$ cat config.mk
export PLATFORM = sky130hd
export DESIGN_NAME = imem_line_buffer_flat
export DESIGN_NICKNAME = d
export VERILOG_FILES = /design/src/rtl/imem_line_buffer_if.sv /design/src/rtl/imem_line_buffer.sv /design/src/flat_wrapper.sv
export SDC_FILE = /design/constraint.sdc
export NUM_CORES = 1
export LEC_CHECK = 0
export ABC_AREA = 1
export CAP_MARGIN = 20
export CORE_MARGIN = 5
export CORE_UTILIZATION = 35
export CTS_BUF_LIST = sky130_fd_sc_hd__clkbuf_8
export DETAILED_ROUTE_END_ITERATION = 6
export GPL_TIMING_DRIVEN = 0
export MAX_ROUTING_LAYER = met4
export PLACE_DENSITY = 0.65
export SLEW_MARGIN = 20
export SYNTH_ARGS = -nofsm -noshare
export SYNTH_HDL_FRONTEND = slang
export SYNTH_SLANG_ARGS = --single-unit
$ cat constraint.sdc
create_clock -name clk -period 12.4 [get_ports clk]
set_input_delay 2.48 -clock clk [delete_from_list [all_inputs] [get_ports clk]]
set_output_delay 2.48 -clock clk [all_outputs]
set_load 0.01 [all_outputs]
$ cat src/rtl/imem_line_buffer_if.sv
// Fetch-side and memory-side buses of the instruction line buffer.
// The slave modport is the buffer's view; master is the surrounding environment.
interface imem_line_buffer_if;
  logic [15:0]  imem_address;
  logic         imem_action_cyc;
  logic         imem_action_stb;
  logic [127:0] imem_rdata;
  logic         imem_resp;
  logic         invalidate;
  logic [15:0]  pmem_address;
  logic         pmem_cyc;
  logic         pmem_stb;
  logic         pmem_ack;
  logic [127:0] pmem_rdata;

  modport slave (
    input  imem_address, imem_action_cyc, imem_action_stb, invalidate,
    input  pmem_ack, pmem_rdata,
    output imem_rdata, imem_resp, pmem_address, pmem_cyc, pmem_stb
  );

  modport master (
    output imem_address, imem_action_cyc, imem_action_stb, invalidate,
    output pmem_ack, pmem_rdata,
    input  imem_rdata, imem_resp, pmem_address, pmem_cyc, pmem_stb
  );
endinterface

$ cat src/rtl/imem_line_buffer.sv
// Two-entry direct-mapped 128-bit instruction line buffer with a single
// outstanding line fill; hits are answered combinationally in IDLE.
//
// state | meaning
// IDLE  | serve hits, latch miss address on a miss
// FILL  | memory request held until pmem_ack, line written on ack
// DONE  | one bubble cycle before serving requests again
module imem_line_buffer (
  input logic               clk,
  input logic               rst,
  imem_line_buffer_if.slave bus
);
  typedef enum logic [1:0] {IDLE, FILL, DONE} state_t;

  state_t       state;
  state_t       state_nxt;
  logic [1:0]   valid;
  logic [10:0]  tag_mem  [2];
  logic [127:0] data_mem [2];
  logic [11:0]  miss_addr;

  logic         idx;
  logic [10:0]  req_tag;
  logic         req;
  logic         hit_raw;
  logic         miss;
  logic         fill_done;
  logic         unused_offset;

  assign idx           = bus.imem_address[4];
  assign req_tag       = bus.imem_address[15:5];
  assign unused_offset = ^bus.imem_address[3:0];
  assign req           = bus.imem_action_cyc & bus.imem_action_stb;

  assign hit_raw   = req & valid[idx] & (tag_mem[idx] == req_tag) & (state == IDLE);
  assign miss      = req & ~hit_raw & (state == IDLE);
  assign fill_done = (state == FILL) & bus.pmem_ack;

  // A valid line that is being invalidated this cycle is not reported as a hit.
  assign bus.imem_resp    = hit_raw & ~bus.invalidate & ~rst;
  assign bus.imem_rdata   = data_mem[idx];
  assign bus.pmem_address = {miss_addr, 4'b0000};

  always_comb begin
    state_nxt    = state;
    bus.pmem_cyc = 1'b0;
    bus.pmem_stb = 1'b0;
    case (state)
      IDLE: begin
        if (miss) state_nxt = FILL;
      end
      FILL: begin
        bus.pmem_cyc = ~rst;
        bus.pmem_stb = ~rst;
        if (bus.pmem_ack) state_nxt = DONE;
      end
      DONE: begin
        state_nxt = IDLE;
      end
      default: begin
        state_nxt = IDLE;
      end
    endcase
  end

  always_ff @(posedge clk) begin
    if (rst) begin
      state     <= IDLE;
      valid     <= 2'b00;
      miss_addr <= 12'h000;
    end else begin
      state <= state_nxt;
      if (miss) miss_addr <= bus.imem_address[15:4];
      if (bus.invalidate) valid <= 2'b00;
      // An invalidate racing the fill discards the incoming line.
      if (fill_done) valid[miss_addr[0]] <= ~bus.invalidate;
    end
  end

  always_ff @(posedge clk) begin
    if (!rst && fill_done) begin
      tag_mem[miss_addr[0]]  <= miss_addr[11:1];
      data_mem[miss_addr[0]] <= bus.pmem_rdata;
    end
  end
endmodule

$ cat src/flat_wrapper.sv
// flat-port wrapper written by rule: the top's interface ports become plain ports
module imem_line_buffer_flat 
  (clk, rst, bus_imem_address, bus_imem_action_cyc, bus_imem_action_stb, bus_invalidate, bus_pmem_ack, bus_pmem_rdata, bus_imem_rdata, bus_imem_resp, bus_pmem_address, bus_pmem_cyc, bus_pmem_stb);
  imem_line_buffer_if bus_i ();
  input logic clk;
  input logic rst;
  input wire logic [$bits(bus_i.imem_address)-1:0] bus_imem_address;
  input wire logic [$bits(bus_i.imem_action_cyc)-1:0] bus_imem_action_cyc;
  input wire logic [$bits(bus_i.imem_action_stb)-1:0] bus_imem_action_stb;
  input wire logic [$bits(bus_i.invalidate)-1:0] bus_invalidate;
  input wire logic [$bits(bus_i.pmem_ack)-1:0] bus_pmem_ack;
  input wire logic [$bits(bus_i.pmem_rdata)-1:0] bus_pmem_rdata;
  output wire logic [$bits(bus_i.imem_rdata)-1:0] bus_imem_rdata;
  output wire logic [$bits(bus_i.imem_resp)-1:0] bus_imem_resp;
  output wire logic [$bits(bus_i.pmem_address)-1:0] bus_pmem_address;
  output wire logic [$bits(bus_i.pmem_cyc)-1:0] bus_pmem_cyc;
  output wire logic [$bits(bus_i.pmem_stb)-1:0] bus_pmem_stb;
  assign bus_i.imem_address = bus_imem_address;
  assign bus_i.imem_action_cyc = bus_imem_action_cyc;
  assign bus_i.imem_action_stb = bus_imem_action_stb;
  assign bus_i.invalidate = bus_invalidate;
  assign bus_i.pmem_ack = bus_pmem_ack;
  assign bus_i.pmem_rdata = bus_pmem_rdata;
  assign bus_imem_rdata = bus_i.imem_rdata;
  assign bus_imem_resp = bus_i.imem_resp;
  assign bus_pmem_address = bus_i.pmem_address;
  assign bus_pmem_cyc = bus_i.pmem_cyc;
  assign bus_pmem_stb = bus_i.pmem_stb;
  imem_line_buffer u_core (.clk(clk), .rst(rst), .bus(bus_i));
endmodule
==> results of run 1 <==
area by class of cell:
type                            instances  share of cell area (%)
Clock inverter                         34                  0.9156
Inverter                               33                  0.8201
Multi-Input combinational cell        544                   14.06
Antenna cell                            3                 0.04777
Buffer                                 41                   1.369
Clock buffer                           50                   4.379
Timing Repair Buffer                  299                   20.05
Sequential cell                       294                   55.16
Tap cell                              402                   3.201
per-layer routing:
layer  routed length (um)  vias to the layer above  GRT usage (%)
met5                    0                        -              -
met4                  619                        0          4.260
met3                 2179                       51          4.923
met2                13990                      238          26.76
met1                11300                     3551          18.63
li1                     -                     3744              -
stage by stage:
| step | setup slack (ps) | cells |
|---|---|---|
| final | 5068 | 1700 |
| after global routing | 4884 | 1700 |
| after CTS | 4933 | 1697 |
| after detailed placement | 4945 | 1613 |
| after global placement | -1353 | 1601 |
| after floorplan | 3016 | 912 |
worst max-delay path: cells and delay by family:
family | cells | cell delay (ps)
and+or+nand+nor | 2 | 220
buffers and inverters | 6 | 2130
state kept, by name, summed over array words and instances, names as in the netlist:
| signal | cells |
|---|---|
| u_core.tag_mem | 22 |
| u_core.data_mem | 256 |
| u_core.state | 2 |
| u_core.valid | 2 |
| u_core.miss_addr | 12 |
logic make-up (layout without fill, tap and decap cells):
| logic type | after synthesis | in the layout |
|---|---|---|
| simple gates | 525 | 525 |
| flops | 294 | 294 |
| buf+inv | 74 | 457 |
| other cells | 1 | 7 |
| compound gates | 15 | 15 |
power by group:
| group | internal, mW | switching (mW) | total (mW) | leakage [nW] |
|---|---|---|---|---|
| logic | 0.0965 | 0.0849 | 0.181 | 2.98 |
| registers | 1.10 | 0.00496 | 1.10 | 2.63 |
| clock network | 0.373 | 0.366 | 0.739 | 0.484 |
worst max path at each step:
| stage | startpoint | endpoint | cells after the start |
|---|---|---|---|
| 4_1_cts | bus_imem_address[4] | bus_imem_rdata[109] | 8 |
| 6_report | bus_imem_address[4] | bus_imem_rdata[109] | 8 |
| 2_1_floorplan | bus_pmem_ack | u_core.data_mem[0][0] | 5 |
| 5_1_grt | bus_imem_address[4] | bus_imem_rdata[109] | 8 |
| 3_3_place_gp | bus_pmem_ack | u_core.data_mem[0][91] | 6 |
| 3_5_place_dp | bus_imem_address[4] | bus_imem_rdata[109] | 8 |
cells in the final DEF, fill, tap and decap left out:
cell type / count
a21oi_1: 14
buf_1: 3
buf_12: 7
buf_16: 5
buf_2: 1
buf_4: 5
buf_6: 4
buf_8: 1
clkbuf_1: 27
clkbuf_8: 50
clkdlybuf4s50_1: 287
clkinv_1: 14
clkinv_2: 3
conb_1: 4
dfxtp_1: 16
diode_2: 3
edfxtp_1: 278
inv_1: 45
inv_2: 2
inv_6: 2
inv_8: 1
nand2_1: 458
nand2_2: 3
nand3_1: 21
nand3_2: 9
nand3_4: 1
nand4_1: 2
nor2_1: 21
nor2_2: 3
nor2_4: 3
nor3_1: 1
nor3b_1: 1
o21ai_0: 1
or2_2: 2
==> results.sh, run 1 <==
export IMPL_status="complete, no violations"
export IMPL_syn_inst=909
export IMPL_rsz0062_at_grt="false"
export IMPL_die_area_mm2=0.03566
export IMPL_setup_tns_ps=0
export IMPL_synthMuxAreaShare_pct=0
export IMPL_drive_gt1_share_pct=7.876
export IMPL_clock_path_buffers=3
export IMPL_ir_drop_v=0.00008232
export IMPL_seq_area_mm2=0.008668
export IMPL_crit_slowest_cell="clkbuf_1"
export IMPL_reg2regPathDepth=10
export IMPL_cts_hold_buf=0
export IMPL_post_route_period_util_pct=59.13
export IMPL_die_h_um=188.9
export IMPL_routed_wirelength_um=28090
export IMPL_reg2reg_to="u_core.data_mem[0][112]"
export IMPL_ctsResizeCount=0
export IMPL_maxCapViolations=0
export IMPL_cts_tree="built"
export IMPL_clock_sinks=294
export IMPL_place_area_mm2=0.01488
export IMPL_synthSimpleGateAreaFrac_pct=18.80
export IMPL_synth_compound_area_share_pct=0.6705
export IMPL_synth_seq_area_share_pct=77.43
export IMPL_worstSetupPathType="input pin to primary output"
export IMPL_synth_top_cell_area_share_pct=74.56
export IMPL_synth_commonest_cells="458 x nand2_1, 278 x edfxtp_1, 30 x inv_1, 27 x clkbuf_1, 23 x nor2_1"
export IMPL_p_leak_nw=6.098
export IMPL_p_per_area_mw_per_mm2=128.8
export IMPL_final_antenna_net_count=0
export IMPL_ys_flop_type="edfxtp_1"
export IMPL_netlist_area_mm2=0.01120
export IMPL_firstDrtPassIters=4
export IMPL_grt_pass1_vias=7907
export IMPL_drc_errors=0
export IMPL_start_util_pct=35.48
export IMPL_max_freq_mhz=136.4
export IMPL_synth_cell_types=26
export IMPL_nets=1412
export IMPL_hp_start="u_core.valid[1]"
export IMPL_synth_most_common_cell="nand2_1"
export IMPL_track_usage_pct=15.89
export IMPL_period_minus_slack_ps=7332
export IMPL_die_x_um=188.9
export IMPL_yosysTopAreaCell="edfxtp_1"
export IMPL_holdPathEnd="u_core.valid[1]"
export IMPL_multi_input_area_mm2=0.002210
export IMPL_fin_worst_skew_ps=19.15
export IMPL_viasPerCell=4.461
export IMPL_crit_path_start_kind="input pin"
export IMPL_io_pins=297
export IMPL_total_power_mw=2.024
export IMPL_fp_row_count=65
export IMPL_synth_seq_cells=294
export IMPL_route_detailed_wl_per_inst_um=16.52
export IMPL_routabilityCongestion=0.7931
export IMPL_synth_edff_count=278
export IMPL_grt_max_degree=26
export IMPL_nFillCells=2744
export IMPL_clkTransAtPathRegs_ps=60
export IMPL_synth_top_family_by_area="simple AND/OR/NAND/NOR gates"
export IMPL_via_count=7584
export IMPL_ys_async_sr_fraction_pct=0
export IMPL_whs_ps=452.5
export IMPL_tightest_slew_ps=946.4
export IMPL_setup_viol=0
export IMPL_holdCritPathClass="flop to flop"
export IMPL_yosysWarnings=0
export IMPL_synthAdderAreaFrac_pct=0
export IMPL_worstPathCellList="buf_6 -> inv_6 -> buf_8 -> clkbuf_1 -> clkbuf_1 -> nand2_1 -> nand2_1 -> clkdlybuf4s50_1"
export IMPL_dp_hpwl_um=19430
export IMPL_slew_headroom_pct=36.90
export IMPL_grt_pass1_wl_um=43070
export IMPL_r2r_slack_ps=10010
export IMPL_stdcell_area_mm2=0.01572
export IMPL_required_ps=9920
export IMPL_synthXorXnorAreaFrac_pct=0
export IMPL_avgSynthCellArea_um2=12.32
export IMPL_drt_iter0_drc=274
export IMPL_hold_viol_final=0
export IMPL_ctsRootBufferMaster="clkbuf_8"
export IMPL_gr_total_overflow=0
export IMPL_clock_latency_ps=560
export IMPL_antenna_found_initial=3
export IMPL_cp_arrival_ps=4850
export IMPL_hold_depth=2
export IMPL_postCtsSetupBuffers=0
export IMPL_utilization_pct=49.80
export IMPL_crit_fanout=10
export IMPL_core_mm2=0.03156
export IMPL_cts_buffers=49
export IMPL_timing_rr_start="u_core.state[0]"
export IMPL_end_kind="primary output"
export IMPL_htreeDepth=2
export IMPL_area_growth_pct=40.37
export IMPL_slew_viol_final=0
export IMPL_max_stage_delay_ps=710
export IMPL_portBuffers=287
export IMPL_synth_area_leaders="edfxtp_1 75%, nand2_1 15%, dfxtp_1 2.9%"
Power figures use the tool's default switching activity.
==> run 2, diff against run 1 <==
PLACE_DENSITY = 0.67   (was 0.65)
clock period = 6.2 ns   (was 12.4 ns; I/O delays follow)
==> run 2 against run 1 <==
  * Cell count is essentially flat
  * Non-clock buffer count unchanged
  * Highest routed layer unchanged
  * Clock power increased by 110%
  * Global-route usage fell by 0.13 points
  * Critical path type unchanged
==> results.sh, run 2 (same netlist as run 1, synthesis figures left out) <==
export IMPL_holdCritPathClass="flop to flop"
export IMPL_postCtsSetupBuffers=0
export IMPL_die_area_mm2=0.03566
export IMPL_crit_fanout=10
export IMPL_end_kind="primary output"
export IMPL_viasPerCell=4.488
export IMPL_comb_power_share_pct=8.8
export IMPL_grt_pass1_wl_um=43060
export IMPL_clock_path_buffers=3
export IMPL_antenna_found_initial=3
export IMPL_setup_viol=0
export IMPL_clock_latency_ps=550
export IMPL_rsz0062_at_grt="false"
export IMPL_nFillCells=2746
export IMPL_fp_row_count=65
export IMPL_gr_total_overflow=0
export IMPL_io_pins=297
export IMPL_mostFrequentLayoutCells="458 x nand2_1, 287 x clkdlybuf4s50_1, 278 x edfxtp_1"
export IMPL_pwr_share_seq_pct=53.4
export IMPL_cts_hold_buf=0
export IMPL_whs_ps=453.5
export IMPL_p_int_mw=3.225
export IMPL_p_sw_uw=905.8
export IMPL_dp_hpwl_um=19740
export IMPL_final_antenna_net_count=0
export IMPL_max_freq_mhz=210.1
export IMPL_clkTransAtPathRegs_ps=50
export IMPL_cts_tree="built"
export IMPL_htreeDepth=2
export IMPL_clockPowerShare_pct=37.8
export IMPL_slew_viol_final=0
export IMPL_routed_wirelength_um=28040
export IMPL_track_usage_pct=15.76
export IMPL_start_util_pct=35.48
export IMPL_worstSetupPathType="input pin to primary output"
export IMPL_cts_buffers=49
export IMPL_fin_ws_ps=1439
export IMPL_cp_arrival_ps=3520
export IMPL_p_per_area_mw_per_mm2=261.7
export IMPL_route_detailed_wl_per_inst_um=16.49
export IMPL_drive_gt1_share_pct=8.333
export IMPL_required_ps=4960
export IMPL_die_h_um=188.9
export IMPL_fin_worst_skew_ps=21.95
export IMPL_status="complete, no violations"
export IMPL_ctsRootBufferMaster="clkbuf_8"
export IMPL_ctsResizeCount=0
export IMPL_area_growth_pct=40.96
export IMPL_largest_reg_flops=256
export IMPL_fin_cells=1701
export IMPL_p_sw_share_pct=21.93
export IMPL_maxCapViolations=0
export IMPL_layout_commonest_cell="nand2_1"
export IMPL_period_minus_slack_ps=4761
export IMPL_firstDrtPassIters=5
export IMPL_post_route_period_util_pct=76.79
export IMPL_grt_pass1_vias=7967
export IMPL_drt_iter0_drc=319
export IMPL_crit_path_start_kind="input pin"
export IMPL_clock_sinks=294
export IMPL_dpl_cell_count=1613
export IMPL_die_x_um=188.9
export IMPL_ir_drop_v=0.0001869
export IMPL_nets=1412
export IMPL_tightest_slew_ps=904.4
export IMPL_hold_viol_final=0
export IMPL_place_ws_ps=1299
export IMPL_p_leak_nw=6.127
export IMPL_grt_max_degree=25
export IMPL_portBuffers=287
export IMPL_core_mm2=0.03156
export IMPL_slew_headroom_pct=39.71
export IMPL_routabilityCongestion=0.8001
export IMPL_via_count=7634
export IMPL_drc_errors=0
==> run 2: worst max-delay path: stages <==
cell             delay (ps)
buf_6                   130
inv_6                    90
buf_8                   140
clkbuf_1                650
clkbuf_1                490
nand2_1                 110
nand2_1                 110
clkdlybuf4s50_1         540
==> run 2: final timing paths <==
kind | endpoint | depth (start not counted) | slack [ps] | startpoint
setup / recovery | bus_imem_rdata[37] | 8 | 1440 | bus_imem_address[4]
hold / removal | u_core.valid[1] | 2 | 450 | u_core.valid[1]
setup reg to reg | u_core.data_mem[0][93] | 9 | 3890 | u_core.state[0]
hold reg to reg | u_core.valid[1] | 2 | 450 | u_core.valid[1]
==> run 2: metal layers <==
metal | routed length (um) | track usage, % | vias to the layer above
met5 | 0 | - | -
met4 | 963 | 5.661 | 0
met3 | 2355 | 5.457 | 61
met2 | 13980 | 26.69 | 285
met1 | 10740 | 17.36 | 3545
li1 | - | - | 3743
==> run 2: cell type report <==
cell class | count | area [um2] | share of cell area (%)
sequential | 294 | 8668 | 54.93
timing repair buffer | 299 | 3151 | 19.96
multi-input combinational | 544 | 2210 | 14.00
clock buffer | 54 | 743.2 | 4.709
tap | 402 | 503.0 | 3.187
buffer | 41 | 215.2 | 1.364
clock inverter | 31 | 155.1 | 0.9831
inverter | 33 | 128.9 | 0.8166
antenna | 3 | 7.507 | 0.04757
==> run 2: per-stage QoR <==
stage | TNS [ps] | power [mW] | cell area (um2) | utilization, %
5_1_grt | 0 | 4.313 | 15780 | 50.01
4_1_cts | 0 | 4.189 | 15770 | 49.99
3_5_place_dp | 0 | 2.616 | 14880 | 47.14
3_3_place_gp | -630340 | 2.607 | 14590 | 46.23
2_1_floorplan | 0 | 2.376 | 11210 | -
6_report | 0 | 4.131 | 15780 | 50.01
==> run 2: power by group through the flow <==
stage          registers [mW]  logic, mW  clock network (mW)
6_report                 2.21      0.363                1.56
5_1_grt                  2.21      0.396                1.71
4_1_cts                  2.21      0.370                1.61
3_5_place_dp             2.25      0.368                   0
3_3_place_gp             2.25      0.356                   0
2_1_floorplan            2.25      0.125                   0
==> run 3, diff against run 2 <==
PLACE_DENSITY = 0.65   (was 0.67)
clock period = 4.7 ns   (was 6.2 ns; I/O delays follow)
==> run 3 against run 2 <==
  * Count of clock-buffer cells in the layout grew 1
  * Sequential share of layout area shrank 0.21 points
  * Hold slack gained 20 ps
  * Design area grew 0.39%
  * Sequential cell count is the same
  * Register-to-register slack lost 1500 ps
  * Largest power group unchanged
  * Clock power grew 41%
==> results.sh, run 3 (same netlist as run 1, synthesis figures left out) <==
export IMPL_htreeDepth=2
export IMPL_die_h_um=188.9
export IMPL_holdCritPathClass="flop to flop"
export IMPL_drt_iter0_drc=240
export IMPL_fp_row_count=65
export IMPL_largest_reg_flops=256
export IMPL_r2r_slack_ps=2420
export IMPL_grt_pass1_vias=7945
export IMPL_max_stage_delay_ps=710
export IMPL_hp_start="u_core.valid[0]"
export IMPL_reg2regPathDepth=10
export IMPL_status="complete, no violations"
export IMPL_routabilityCongestion=0.8096
export IMPL_p_sw_mw=1.203
export IMPL_required_ps=3760
export IMPL_start_util_pct=35.48
export IMPL_max_freq_mhz=237.1
export IMPL_utilization_pct=50.21
export IMPL_gr_total_overflow=0
export IMPL_grt_max_degree=26
export IMPL_ctsRootBufferMaster="clkbuf_8"
export IMPL_fin_cells=1709
export IMPL_p_sw_share_pct=21.53
export IMPL_viasPerCell=4.445
export IMPL_maxCapViolations=0
export IMPL_drive_gt1_share_pct=8.282
export IMPL_reg2reg_to="u_core.data_mem[0][121]"
export IMPL_grt_pass1_wl_um=43360
export IMPL_pwr_share_seq_pct=52.1
export IMPL_hold_depth=2
export IMPL_p_leak_nw=6.199
export IMPL_crit_fanout=10
export IMPL_whs_ps=473.6
export IMPL_routed_wirelength_um=28060
export IMPL_area_growth_pct=41.51
export IMPL_clock_sinks=294
export IMPL_path_buf_inv=6
export IMPL_worstSetupPathType="input pin to primary output"
export IMPL_layout_commonest_cell="nand2_1"
export IMPL_dpl_cell_count=1613
export IMPL_end_kind="primary output"
export IMPL_dp_hpwl_um=19540
export IMPL_setup_viol=0
export IMPL_final_antenna_net_count=0
export IMPL_antenna_found_initial=3
export IMPL_crit_path_start_kind="input pin"
export IMPL_ir_drop_v=0.0002480
export IMPL_die_area_mm2=0.03566
export IMPL_die_x_um=188.9
export IMPL_firstDrtPassIters=4
export IMPL_io_pins=297
export IMPL_rsz0062_at_grt="false"
export IMPL_period_minus_slack_ps=4217
export IMPL_holdPathEnd="u_core.valid[0]"
export IMPL_critical_path_top_delay_family="buffers and inverters"
export IMPL_track_usage_pct=15.86
export IMPL_timing_rr_start="u_core.state[0]"
export IMPL_clock_latency_ps=550
export IMPL_p_int_mw=4.387
export IMPL_p_per_area_mw_per_mm2=352.8
export IMPL_tightest_slew_ps=938.4
export IMPL_cts_hold_buf=0
export IMPL_slew_headroom_pct=37.44
export IMPL_clockPowerShare_pct=39.4
export IMPL_clock_path_buffers=3
export IMPL_slew_viol_final=0
export IMPL_ctsResizeCount=0
export IMPL_nets=1413
export IMPL_post_route_period_util_pct=89.73
export IMPL_crit_slowest_cell="clkbuf_1"
export IMPL_fin_worst_skew_ps=22.11
export IMPL_comb_power_share_pct=8.6
export IMPL_worstPathCellList="buf_6 -> inv_6 -> buf_8 -> clkbuf_1 -> clkbuf_1 -> nand2_1 -> nand2_1 -> clkdlybuf4s50_1"
export IMPL_core_mm2=0.03156
export IMPL_drc_errors=0
export IMPL_portBuffers=287
export IMPL_mostFrequentLayoutCells="458 x nand2_1, 287 x clkdlybuf4s50_1, 278 x edfxtp_1"
export IMPL_postCtsSetupBuffers=0
export IMPL_route_detailed_wl_per_inst_um=16.42
export IMPL_cts_tree="built"
export IMPL_cts_buffers=50
export IMPL_via_count=7597
export IMPL_hold_viol_final=0
export IMPL_cp_arrival_ps=3280
export IMPL_clkTransAtPathRegs_ps=50
==> run 3: cell types whose count changed in the layout (fill, tap and decap cells not counted), sizes merged <==
cell	change
inv	+10
clkinvlp	-2
bufinv	+2
clkinv	-3
clkbuf	+1
==> run 3: worst max-delay path by stage <==
| stage | startpoint | end | cells after the start |
|---|---|---|---|
| floorplan | bus_pmem_ack | u_core.data_mem[0][0] | 5 |
| global placement | bus_pmem_ack | u_core.data_mem[0][115] | 6 |
| detailed placement | bus_imem_address[4] | bus_imem_rdata[49] | 8 |
| CTS | bus_imem_address[4] | bus_imem_rdata[50] | 8 |
| global route | bus_imem_address[4] | bus_imem_rdata[36] | 8 |
| finish | bus_imem_address[4] | bus_imem_rdata[36] | 8 |
==> run 3: power groups by stage <==
stage / combinational (mW) / clock, mW / sequential [mW]
after global placement: 0.471 / 0 / 2.97
after global routing: 0.523 / 2.41 / 2.91
final: 0.478 / 2.20 / 2.91
after detailed placement: 0.484 / 0 / 2.97
after CTS: 0.487 / 2.29 / 2.91
after floorplan: 0.165 / 0 / 2.97
==> run 3: per-stage QoR <==
stage | TNS (ps) | instance area (um2) | setup WS, ps | total power [mW]
final | 0 | 15840 | 482.5 | 5.590
after global routing | 0 | 15840 | 298.7 | 5.842
after CTS | 0 | 15840 | 396.4 | 5.685
after detailed placement | 0 | 14850 | 408.5 | 3.450
after global placement | -255070 | 14600 | -1047 | 3.438
after floorplan | 0 | 11220 | 778.7 | 3.134
==> run 3: final cells by class <==
class	count	area (um2)
inverter	33	128.9
tap	402	503.0
fill	2755	15710
clock buffer	55	757.0
clock inverter	38	225.2
buffer	41	215.2
timing repair buffer	299	3128
antenna	3	7.507
multi-input combinational	544	2210
sequential	294	8668
==> run 3: metal layers <==
layer / up-vias / track usage, % / wire length [um]
met5: - / - / 0
met4: 0 / 5.493 / 834
met3: 59 / 4.738 / 1945
met2: 234 / 26.46 / 14050
met1: 3554 / 18.41 / 11230
li1: 3750 / - / -
==> run 3: tightest hold or removal path, stage by stage (launching register included) <==
cell	delay, ps
dfxtp_1	300
inv_1	70
a21oi_1	70
